**src/rtl/jpeg_pkg.sv**
```systemverilog
// Shared JPEG decode-path constants and coefficient type.
package jpeg_pkg;
  localparam int COEFF_W   = 8;
  localparam int BLOCK_LEN = 64;
  localparam int POS_W     = $clog2(BLOCK_LEN);

  typedef logic signed [COEFF_W-1:0] coeff_t;
endpackage

```
**src/rtl/dpcm_dc_recon.sv**
```systemverilog
// DC reference holder: keeps the frame reference DC and adds it to incoming DC differences.
module dpcm_dc_recon #(
  parameter int DATA_W   = 8,
  parameter int REF_MODE = 0
) (
  input  logic                     clk,
  input  logic                     rst,
  input  logic                     ce,
  input  logic signed [DATA_W-1:0] dc_in,
  input  logic                     dc_strobe,
  input  logic                     frame_clr,
  output logic signed [DATA_W-1:0] dc_out
);
  logic signed [DATA_W-1:0] r_ref_dc;
  logic                     r_ref_latched;

  // First DC of a frame passes through; later ones are diffs added mod 2^DATA_W.
  always_comb begin
    dc_out = dc_in;
    if (r_ref_latched) dc_out = dc_in + r_ref_dc;
  end

  // Reference update: latch first DC, optionally track the previous block's DC.
  always_ff @(posedge clk) begin
    if (rst) begin
      r_ref_dc      <= '0;
      r_ref_latched <= 1'b0;
    end else if (ce) begin
      if (frame_clr) begin
        r_ref_dc      <= '0;
        r_ref_latched <= 1'b0;
      end else if (dc_strobe) begin
        if (!r_ref_latched) begin
          r_ref_dc      <= dc_in;
          r_ref_latched <= 1'b1;
        end else if (REF_MODE != 0) begin
          r_ref_dc <= dc_out;
        end
      end
    end
  end
endmodule

```
**src/rtl/dpcm_dc_decoder.sv**
```systemverilog
// DC DPCM decoder: rebuilds absolute DC values per 8x8 block, passes AC through, 1-cycle latency.
module dpcm_dc_decoder
  import jpeg_pkg::*;
#(
  parameter int DATA_W    = COEFF_W,
  parameter int BLOCK_LEN = jpeg_pkg::BLOCK_LEN,
  parameter int REF_MODE  = 0
) (
  input  logic                     clk,
  input  logic                     rst,
  input  logic                     ce,
  input  logic                     v_sync,
  input  logic signed [DATA_W-1:0] coeff_in,
  input  logic                     in_valid,
  output logic signed [DATA_W-1:0] coeff_out,
  output logic                     out_valid,
  output logic                     out_dc,
  output logic                     out_last,
  output logic [15:0]              block_cnt
);
  localparam int PW = (BLOCK_LEN > 1) ? $clog2(BLOCK_LEN) : 1;
  localparam logic [PW-1:0] LAST_POS = PW'(BLOCK_LEN - 1);

  logic [PW-1:0]            r_pos;
  logic signed [DATA_W-1:0] r_coeff;
  logic                     r_valid;
  logic                     r_dc;
  logic                     r_last;
  logic [15:0]              r_block_cnt;

  logic                     w_accept;
  logic                     w_is_dc;
  logic                     w_is_last;
  logic signed [DATA_W-1:0] w_dc_out;

  // A sample counts only on an enabled cycle that is not a frame restart; rst wins in the registers.
  always_comb begin
    w_accept  = ce & in_valid & ~v_sync;
    w_is_dc   = (r_pos == '0);
    w_is_last = (r_pos == LAST_POS);
  end

  dpcm_dc_recon #(
    .DATA_W   (DATA_W),
    .REF_MODE (REF_MODE)
  ) u_recon (
    .clk       (clk),
    .rst       (rst),
    .ce        (ce),
    .dc_in     (coeff_in),
    .dc_strobe (w_accept & w_is_dc),
    .frame_clr (v_sync),
    .dc_out    (w_dc_out)
  );

  // Position counter, block counter and output stage with rst > v_sync > accept priority.
  always_ff @(posedge clk) begin
    if (rst) begin
      r_pos       <= '0;
      r_coeff     <= '0;
      r_valid     <= 1'b0;
      r_dc        <= 1'b0;
      r_last      <= 1'b0;
      r_block_cnt <= '0;
    end else if (ce) begin
      if (v_sync) begin
        r_pos       <= '0;
        r_coeff     <= '0;
        r_valid     <= 1'b0;
        r_dc        <= 1'b0;
        r_last      <= 1'b0;
        r_block_cnt <= '0;
      end else if (w_accept) begin
        r_coeff <= w_is_dc ? w_dc_out : coeff_in;
        r_valid <= 1'b1;
        r_dc    <= w_is_dc;
        r_last  <= w_is_last;
        r_pos   <= w_is_last ? '0 : r_pos + 1'b1;
        if (w_is_last && r_block_cnt != 16'hFFFF) r_block_cnt <= r_block_cnt + 16'd1;
      end else begin
        r_valid <= 1'b0;
        r_dc    <= 1'b0;
        r_last  <= 1'b0;
      end
    end
  end

  assign coeff_out = r_coeff;
  assign out_valid = r_valid;
  assign out_dc    = r_dc;
  assign out_last  = r_last;
  assign block_cnt = r_block_cnt;
endmodule
```
**config.mk**
```make
export PLATFORM = sky130hd
export DESIGN_NAME = dpcm_dc_decoder
export DESIGN_NICKNAME = d
export VERILOG_FILES = /design/src/rtl/jpeg_pkg.sv /design/src/rtl/dpcm_dc_recon.sv /design/src/rtl/dpcm_dc_decoder.sv
export SDC_FILE = /design/constraint.sdc
export NUM_CORES = 1
export LEC_CHECK = 0
export CORE_MARGIN = 2
export CORE_UTILIZATION = 53
export DETAILED_ROUTE_END_ITERATION = 12
export GPL_TIMING_DRIVEN = 0
export PLACE_DENSITY = 0.82
export SETUP_SLACK_MARGIN = 0.02
export SYNTH_ARGS = -nofsm -noshare
export SYNTH_HDL_FRONTEND = slang
export SYNTH_SLANG_ARGS = --single-unit
```
**constraint.sdc**
```tcl
create_clock -name clk -period 3.6 [get_ports clk]
set_clock_uncertainty 0.15 [all_clocks]
set_input_delay 0.54 -clock clk [delete_from_list [all_inputs] [get_ports clk]]
set_output_delay 0.54 -clock clk [all_outputs]
set_load 0.01 [all_outputs]
```
-- Word level (Yosys, flattened, before mapping)
Index checks and enable logic that the tools add are counted.
- add/sub/neg operators: 3
- multipliers: 0
- divide/modulo/power cells: 0
- $lt $le $gt $ge: 0
- eq/ne operators: 3
- shift operators: 0
- multiplexer cells: 21
- bitwise gates (word level): 4
- reductions and logical operators: 9
- operator list (cell ; count):
    $mux 8 ; 7
    $mux 16 ; 3
    $mux 6 ; 3
    $add 16x1->16 const B ; 1
    $ne 16x16->1 const B ; 1
    $add 8x8->8 ; 1
    $mux 1 ; 8
    $add 6x1->6 const B ; 1
    $eq 6x6->1 const B ; 1
    $logic_not 6->1 ; 1
    $reduce_and 3->1 ; 2
    $reduce_bool 2->1 ; 3
    $reduce_and 2->1 ; 2
    $and 1x1->1 ; 3
    $ne 2x2->1 const B ; 1
    $logic_and 1x1->1 ; 1
    $not 1->1 ; 1
- register bits: 42
- latch bits: 0
- RAM bits: 0
- bits in read-only memories: 0
- input bits: 13
- output and inout bits: 27
- logic and storage cells: 48
- memories kept: 0

-- Depth between registers and ports, before layout
Gate-level depths: netlist of the first run.
- word-level depth: 5
- gate-level depth with buffers: 7

-- Modules after synthesis
From an unflattened synthesis of the first run, not the netlist that was laid out.
- cell total of the unflattened synthesis: 304
- area total of the unflattened synthesis: 2543.7 um2
- by module, submodules not included (module ; instances ; cells each ; area each (um2) ; seq. area each (um2)):
    dpcm_dc_decoder ; 1 ; 214 ; 1788.0 ; 660.6
    dpcm_dc_recon ; 1 ; 90 ; 755.7 ; 180.2

-- Worst setup path after synthesis of the first run
OpenSTA, ideal clock, no wires.
- kind: input to register
- from: input coeff_in[0]
- to: register r_coeff[6] (netlist: coeff_out[6])
- setup time: 0.131 ns
- arrival: 1.882 ns
- data required time: 3.319 ns
- setup slack: 1.436 ns
- cell stages on the path: 7
- path buffers: 0
- path through: ha_1 > fa_1 > a211oi_1 > o21bai_1 > a21oi_1 > mux2i_1 > a21oi_1
- cells in the longest elaborated chain, start to end: 5
- ends and longest elaborated chain (element ; RTL line ; RTL):
    from (decl) ; dpcm_dc_decoder.sv:13 ; input logic signed [DATA_W-1:0] coeff_in,
    $add 8x8->8 ; dpcm_dc_recon.sv:20 ; if (r_ref_latched) dc_out = dc_in + r_ref_dc;
    $mux 8 ; dpcm_dc_recon.sv:20 ;
    $mux 8 ; dpcm_dc_decoder.sv:74 ; r_coeff <= w_is_dc ? w_dc_out : coeff_in;
    $mux 8 ; dpcm_dc_decoder.sv:73 ; end else if (w_accept) begin
    $mux 8 ; dpcm_dc_decoder.sv:66 ; if (v_sync) begin
    to (signal assigned) ; dpcm_dc_decoder.sv:74 ;
    to (decl) ; dpcm_dc_decoder.sv:25 ; logic signed [DATA_W-1:0] r_coeff;
Every way passes these cells. The select of a mux whose other input is x is not followed.
A chain may end at the register's enable or synchronous reset.

-- Worst setup path in the final report of the first run
- from: input v_sync
- to: register u_recon.r_ref_dc[1]
- cells in the longest elaborated chain, start to end: 5
- elaborated cells on any way between the ends: 7
- ends and longest elaborated chain (element ; RTL line ; RTL):
    from (decl) ; dpcm_dc_decoder.sv:12 ; input logic v_sync,
    $not 1->1 ; dpcm_dc_decoder.sv:38 ; w_accept = ce & in_valid & ~v_sync;
    $and 1x1->1 ; dpcm_dc_decoder.sv:38 ;
    $and 1x1->1 ; dpcm_dc_decoder.sv:51 ; .dc_strobe (w_accept & w_is_dc),
    $reduce_bool 2->1 (no source line) ; -- ;
    $reduce_and 3->1 (no source line) ; -- ;
    to (signal assigned) ; dpcm_dc_recon.sv:34 ; r_ref_dc <= dc_in;
    to (signal assigned) ; dpcm_dc_recon.sv:37 ; r_ref_dc <= dc_out;
    to (decl) ; dpcm_dc_recon.sv:14 ; logic signed [DATA_W-1:0] r_ref_dc;
Parallel ways exist; a longest one is shown, timed or not.

==> results.sh, run 1 <==
export IMPL_die_w_microns=70.5
export IMPL_antenna_found_initial=0
export IMPL_rr_startpoint="u_recon.r_ref_dc[0]$_SDFFE_PP0P_"
export IMPL_netlist_area_sq_um=2340
export IMPL_avgViaCountPerCell=5.92
export IMPL_die_h_microns=70.5
export IMPL_clkLatencyLatePin_ns=0.30
export IMPL_root_buffer="clkbuf_8"
export IMPL_grt_use_met2=0.366
export IMPL_power_leakage_uw=0.000995
export IMPL_worst_pin_slew_ns=0.801
export IMPL_hp_class="reg -> reg"
export IMPL_arrival_ns=2.62
export IMPL_yosysTopAreaCell="dfxtp_1"
export IMPL_worstSetupEndpoint="u_recon.r_ref_dc[1]$_SDFFE_PP0P_"
export IMPL_cts_tree="done"
export IMPL_ys_warnings_count=0
export IMPL_ioPinCount=40
export IMPL_grt_pass1_vias=1984
export IMPL_preCtsSetupSlack_ns=0.767
export IMPL_post_route_worst_setup_slack_ns=1.05
export IMPL_start_util=0.546
export IMPL_power_density_nw_per_um2=308
export IMPL_power_frac_comb=0.108
export IMPL_yosysTopAreaCellShare=0.359
export IMPL_swShare=0.251
export IMPL_status="finished clean"
export IMPL_synth_cell_types=54
export IMPL_p_seq_frac=0.533
export IMPL_grt_pass1_wl_microns=8960
export IMPL_dp_cells=368
export IMPL_dieArea_sq_um=4970
export IMPL_async_flop_share=0
export IMPL_synthTopCellsByArea="dfxtp_1 36%, a21oi_1 6.8%, ha_1 5.3%"
export IMPL_drtPass1Iterations=4
export IMPL_ys_ff_latch=42
export IMPL_final_cell_mix="42 x dfxtp_1, 39 x clkdlybuf4s50_1, 32 x a21oi_1"
export IMPL_drcViolationCount=0
export IMPL_grt_max_degree=13
export IMPL_clkSinkCount=42
export IMPL_area_growth_pct=23.3
export IMPL_cap_violations=0
export IMPL_fp_coreArea_sq_um=4290
export IMPL_ir_drop_mv=0.235
export IMPL_critPathMaxFanout=9
export IMPL_hold_violations=0
export IMPL_ys_flop_type="dfxtp_1"
export IMPL_crit_start="v_sync"
export IMPL_drive_above_1_share=0.0679
export IMPL_clockPowerShare=0.359
export IMPL_reg2regPathDepth=7
export IMPL_critPathLaunchType="primary input"
export IMPL_overflow=0
export IMPL_cts_resized=0
export IMPL_finalCritPeriodShare=0.709
export IMPL_cts_buffers=5
export IMPL_period_minus_slack_ns=2.55
export IMPL_routabilityCongestion=0.899
export IMPL_use_met3=0.0346
export IMPL_total_power_uw=891
export IMPL_postCtsHoldBufs=0
export IMPL_fin_tns_setup_ns=0
export IMPL_p_int_uw=667
export IMPL_ant_nets=0
export IMPL_rsz0062_at_grt="no"
export IMPL_diodes=0
export IMPL_relSlewSlack=0.459
export IMPL_synth_edff_count=0
export IMPL_cts_setup_buffers=0
export IMPL_critical_path_required_ns=3.67
export IMPL_p_switching_uw=224
export IMPL_rrSetupSlack_ns=1.50
export IMPL_std_cell_rows=24
export IMPL_dp_hpwl_microns=4110
export IMPL_timing_fmax_mhz=392
export IMPL_grt_usage=0.227
export IMPL_syn_inst=277
export IMPL_clkTransAtPathRegs_ns=0.08
export IMPL_min_path_cells=2
export IMPL_avgSynthCellArea_sq_um=8.46
export IMPL_drt_iter0_markers=216
export IMPL_num_vias=2225
export IMPL_syn_nets=301
export IMPL_grt_met1_usage=0.311
export IMPL_wl_microns=5580
export IMPL_crit_type="in -> reg"
export IMPL_clockBufferDepth=2
export IMPL_stdcell_count=376
export IMPL_fin_hold_ws_ns=0.324
export IMPL_setup_viol=0
export IMPL_final_nets=347
export IMPL_wl_per_cell_microns=14.8
export IMPL_htree_levels=2
export IMPL_drv_slew=0
export IMPL_yosysSeqAreaShare=0.359
export IMPL_layout_commonest_cell="dfxtp_1"
export IMPL_numPortBuffers=39
export IMPL_timing_rr_end="coeff_out[6]$_SDFFE_PP0P_"
export IMPL_cp_end_kind="flip-flop"
export IMPL_top_usage_layer="met2"
==> layer usage <==
layer / vias up / wire length, microns
li1: 1112 / -
met1: 1022 / 2490
met2: 81 / 2600
met3: 10 / 410
met4: 0 / 73
met5: - / 0
==> state kept, by name, indices dropped and copies added (netlist names) <==
signal / count
block_cnt: 16
out_dc: 1
r_pos: 6
u_recon.r_ref_dc: 8
out_valid: 1
coeff_out: 8
u_recon.r_ref_latched: 1
out_last: 1
==> how the worst min path moves through the flow <==
stage	start	endpoint	slack [ns]
2_1_floorplan	u_recon.r_ref_dc[0]$_SDFFE_PP0P_	u_recon.r_ref_dc[0]$_SDFFE_PP0P_	0.30
3_3_place_gp	u_recon.r_ref_dc[6]$_SDFFE_PP0P_	u_recon.r_ref_dc[6]$_SDFFE_PP0P_	0.31
3_5_place_dp	u_recon.r_ref_dc[4]$_SDFFE_PP0P_	u_recon.r_ref_dc[4]$_SDFFE_PP0P_	0.32
4_1_cts	u_recon.r_ref_dc[2]$_SDFFE_PP0P_	u_recon.r_ref_dc[2]$_SDFFE_PP0P_	0.33
5_1_grt	out_valid$_SDFFE_PP0P_	out_valid$_SDFFE_PP0P_	0.35
6_report	out_dc$_SDFFE_PP0P_	out_dc$_SDFFE_PP0P_	0.32
==> cells in the mapped netlist (7+ instances only) <==
library cell and count:
xnor2_1 9, ha_1 10, and3_1 8, nor2_1 26
a21oi_1 32, nand2_1 21, nand3_1 22, and2_1 7
o21ai_0 7, dfxtp_1 42, clkbuf_1 9
==> worst max-delay path: stages <==
cell and delay (ns):
clkdlybuf4s50_1 0.58, and3b_1 0.39, nand3_1 0.22, nor3b_2 0.57, nand2_1 0.14, a21oi_1 0.18
==> logic make-up after synthesis <==
group	after synthesis	share of synthesized area
AND/OR/NAND/NOR	118	0.270
AO/OA/AOI/OAI	71	0.205
flip-flops	42	0.359
buffers and inverters	18	0.0363
XOR/XNOR	12	0.0449
adder cells (fa/ha/maj)	11	0.0619
multiplexers	5	0.0230
==> area by class of cell <==
cell class	count	area [sq um]
well taps	52	65.1
flip-flops and latches	42	841
inverters	5	18.8
clock buffers	7	86.3
plain buffers	13	66.3
repair buffers	39	390
multi-input cells	217	1420
fillers	375	1400
clock inverters	1	5.00
==> power by group through the flow <==
stage | clock network, uW | registers [uW] | logic (uW)
3_5_place_dp | 0 | 485 | 94.9
3_3_place_gp | 0 | 485 | 93.6
4_1_cts | 324 | 474 | 95.5
2_1_floorplan | 0 | 486 | 51.9
6_report | 320 | 475 | 96.4
5_1_grt | 335 | 475 | 105
==> metrics by stage <==
step,cell area [sq um],utilization
final,2890,0.673
after global routing,2890,0.673
after CTS,2890,0.673
after detailed placement,2800,0.652
after global placement,2800,0.652
after floorplan,2340,-
No activity file was read; power rests on OpenSTA's default activity.
==> inputs of run 2 (changes only) <==
--- a/config.mk
+++ b/config.mk
@@ -6,10 +6,10 @@
 export NUM_CORES = 1
 export LEC_CHECK = 0
 export CORE_MARGIN = 2
-export CORE_UTILIZATION = 53
+export CORE_UTILIZATION = 48
 export DETAILED_ROUTE_END_ITERATION = 12
 export GPL_TIMING_DRIVEN = 0
-export PLACE_DENSITY = 0.82
+export PLACE_DENSITY = 0.78
 export SETUP_SLACK_MARGIN = 0.02
 export SYNTH_ARGS = -nofsm -noshare
 export SYNTH_HDL_FRONTEND = slang
==> constraint.sdc (replaced) <==
create_clock -name clk -period 2.28 [get_ports clk]
set_clock_uncertainty 0.15 [all_clocks]
set_input_delay 0.342 -clock clk [delete_from_list [all_inputs] [get_ports clk]]
set_output_delay 0.342 -clock clk [all_outputs]
set_load 0.01 [all_outputs]
==> run 2 against run 1 <==
Net effect: via count fell by 0.81%; global-route usage shrank 0.94 points; count of clock-buffer cells in the layout shrank 1; die area grew 9.8%; first-iteration DRC count fell by 22%; sequential power grew 58%; total power grew 70%; cell area increased by 4.1%; setup slack worse by 0.96 ns; flip-flop and latch count is the same; register-to-register slack lost 1.3 ns; critical path depth grew 2; largest power group unchanged.
==> results.sh, run 2 (synthesized netlist as in run 1, its figures left out) <==
export IMPL_start_util=0.496
export IMPL_wl_microns=5530
export IMPL_multi_input_area_sq_um=1490
export IMPL_setup_viol=0
export IMPL_ant_nets=0
export IMPL_reg2regPathDepth=6
export IMPL_ir_drop_mv=0.357
export IMPL_dp_hpwl_microns=4000
export IMPL_layout_commonest_cell="dfxtp_1"
export IMPL_power_density_nw_per_um2=502
export IMPL_hold_violations=0
export IMPL_routabilityCongestion=0.889
export IMPL_dieArea_sq_um=5460
export IMPL_drcViolationCount=0
export IMPL_min_path_cells=3
export IMPL_hp_class="in -> reg"
export IMPL_grt_pass1_vias=2007
export IMPL_drive_above_1_share=0.0991
export IMPL_ioPinCount=40
export IMPL_period_minus_slack_ns=2.19
export IMPL_grt_pass1_wl_microns=9160
export IMPL_critPathLaunchType="primary input"
export IMPL_drt_iter0_markers=168
export IMPL_status="finished clean"
export IMPL_cts_buffers=5
export IMPL_numPortBuffers=39
export IMPL_diodes=0
export IMPL_arrival_ns=2.20
export IMPL_rr_startpoint="r_pos[1]$_SDFFE_PP0P_"
export IMPL_overflow=0
export IMPL_die_h_microns=73.9
export IMPL_cp_end_kind="flip-flop"
export IMPL_grt_usage=0.217
export IMPL_preCtsSetupSlack_ns=-0.379
export IMPL_postCtsHoldBufs=0
export IMPL_post_route_worst_setup_slack_ns=0.0851
export IMPL_final_nets=347
export IMPL_die_w_microns=73.9
export IMPL_largest_reg_flops=16
export IMPL_fin_hold_ws_ns=0.277
export IMPL_clkLatencyLatePin_ns=0.30
export IMPL_crit_type="in -> reg"
export IMPL_fp_coreArea_sq_um=4720
export IMPL_std_cell_rows=25
export IMPL_wl_per_cell_microns=14.2
export IMPL_worst_pin_slew_ns=0.525
export IMPL_area_growth_pct=28.4
export IMPL_finalCritPeriodShare=0.963
export IMPL_final_cell_mix="42 x dfxtp_1, 36 x clkdlybuf4s50_1, 31 x a21oi_1"
export IMPL_drtPass1Iterations=4
export IMPL_cap_violations=0
export IMPL_drv_slew=0
export IMPL_critical_path_required_ns=2.29
export IMPL_clkSinkCount=42
export IMPL_grt_max_degree=13
export IMPL_htree_levels=2
export IMPL_avgViaCountPerCell=5.66
export IMPL_regArea_sq_um=841
export IMPL_crit_start="coeff_in[0]"
export IMPL_num_vias=2207
export IMPL_clockBufferDepth=2
export IMPL_relSlewSlack=0.645
export IMPL_cts_tree="done"
export IMPL_root_buffer="clkbuf_8"
export IMPL_timing_fmax_mhz=456
export IMPL_hp_start="coeff_in[4]"
export IMPL_clkTransAtPathRegs_ns=0.08
export IMPL_antenna_found_initial=0
export IMPL_critPathMaxFanout=3
export IMPL_rsz0062_at_grt="yes"
export IMPL_power_leakage_uw=0.00103
export IMPL_nFillCells=406
==> run 2: cell type report <==
| class | count | share of cell area |
|---|---|---|
| Tap cell | 67 | 0.0279 |
| Timing Repair Buffer | 39 | 0.132 |
| Inverter | 5 | 0.00624 |
| Multi-Input combinational cell | 217 | 0.495 |
| Buffer | 13 | 0.0220 |
| Clock buffer | 6 | 0.0274 |
| Clock inverter | 1 | 0.00998 |
| Sequential cell | 42 | 0.279 |
==> run 2: final timing paths <==
kind,to,slack [ns]
min,u_recon.r_ref_dc[4]$_SDFFE_PP0P_,0.28
max,coeff_out[6]$_SDFFE_PP0P_,0.09
max reg2reg,block_cnt[1]$_SDFFE_PP0P_,0.21
min reg2reg,out_dc$_SDFFE_PP0P_,0.32
==> run 2: worst max-delay path, cell delays in order <==
cell	delay [ns]
clkdlybuf4s50_1	0.46
ha_2	0.23
fa_2	0.38
a211oi_2	0.19
o21bai_1	0.11
a21oi_1	0.17
mux2i_1	0.22
a21oi_1	0.09
==> run 2: per-layer routing <==
layer	vias to the layer above	global-route usage	wire (microns)
met5	-	0	0
met4	0	0.0687	59
met3	6	0.0535	310
met2	64	0.355	2650
met1	1027	0.280	2500
li1	1110	-	-
==> run 2: repair_timing <==
| action | in CTS | in global routing |
|---|---|---|
| pin swaps | 0 | 1 |
| resized for setup | 2 | 13 |
| setup buffers | 0 | 0 |
| endpoints found under the setup margin | 1 | 11 |
==> run 2: report_power, final <==
group | total (uW) | switching (uW) | leakage, uW | internal, uW
Sequential | 750 | 7.20 | 0.000339 | 743
Clock | 602 | 252 | 0.0000573 | 350
Combinational | 158 | 86.8 | 0.000633 | 71.6
Total | 1510 | 346 | 0.00103 | 1160
==> run 2: per-stage QoR <==
stage          TNS, ns  total power, uW   util  area (sq um)  std cells
3_5_place_dp     -3.01              914  0.597          2820        383
6_report             0             1510  0.637          3010        390
3_3_place_gp     -2.92              913  0.597          2820        383
4_1_cts              0             1510  0.622          2940        390
5_1_grt              0             1580  0.637          3010        390
2_1_floorplan        0              850      -          2340        277
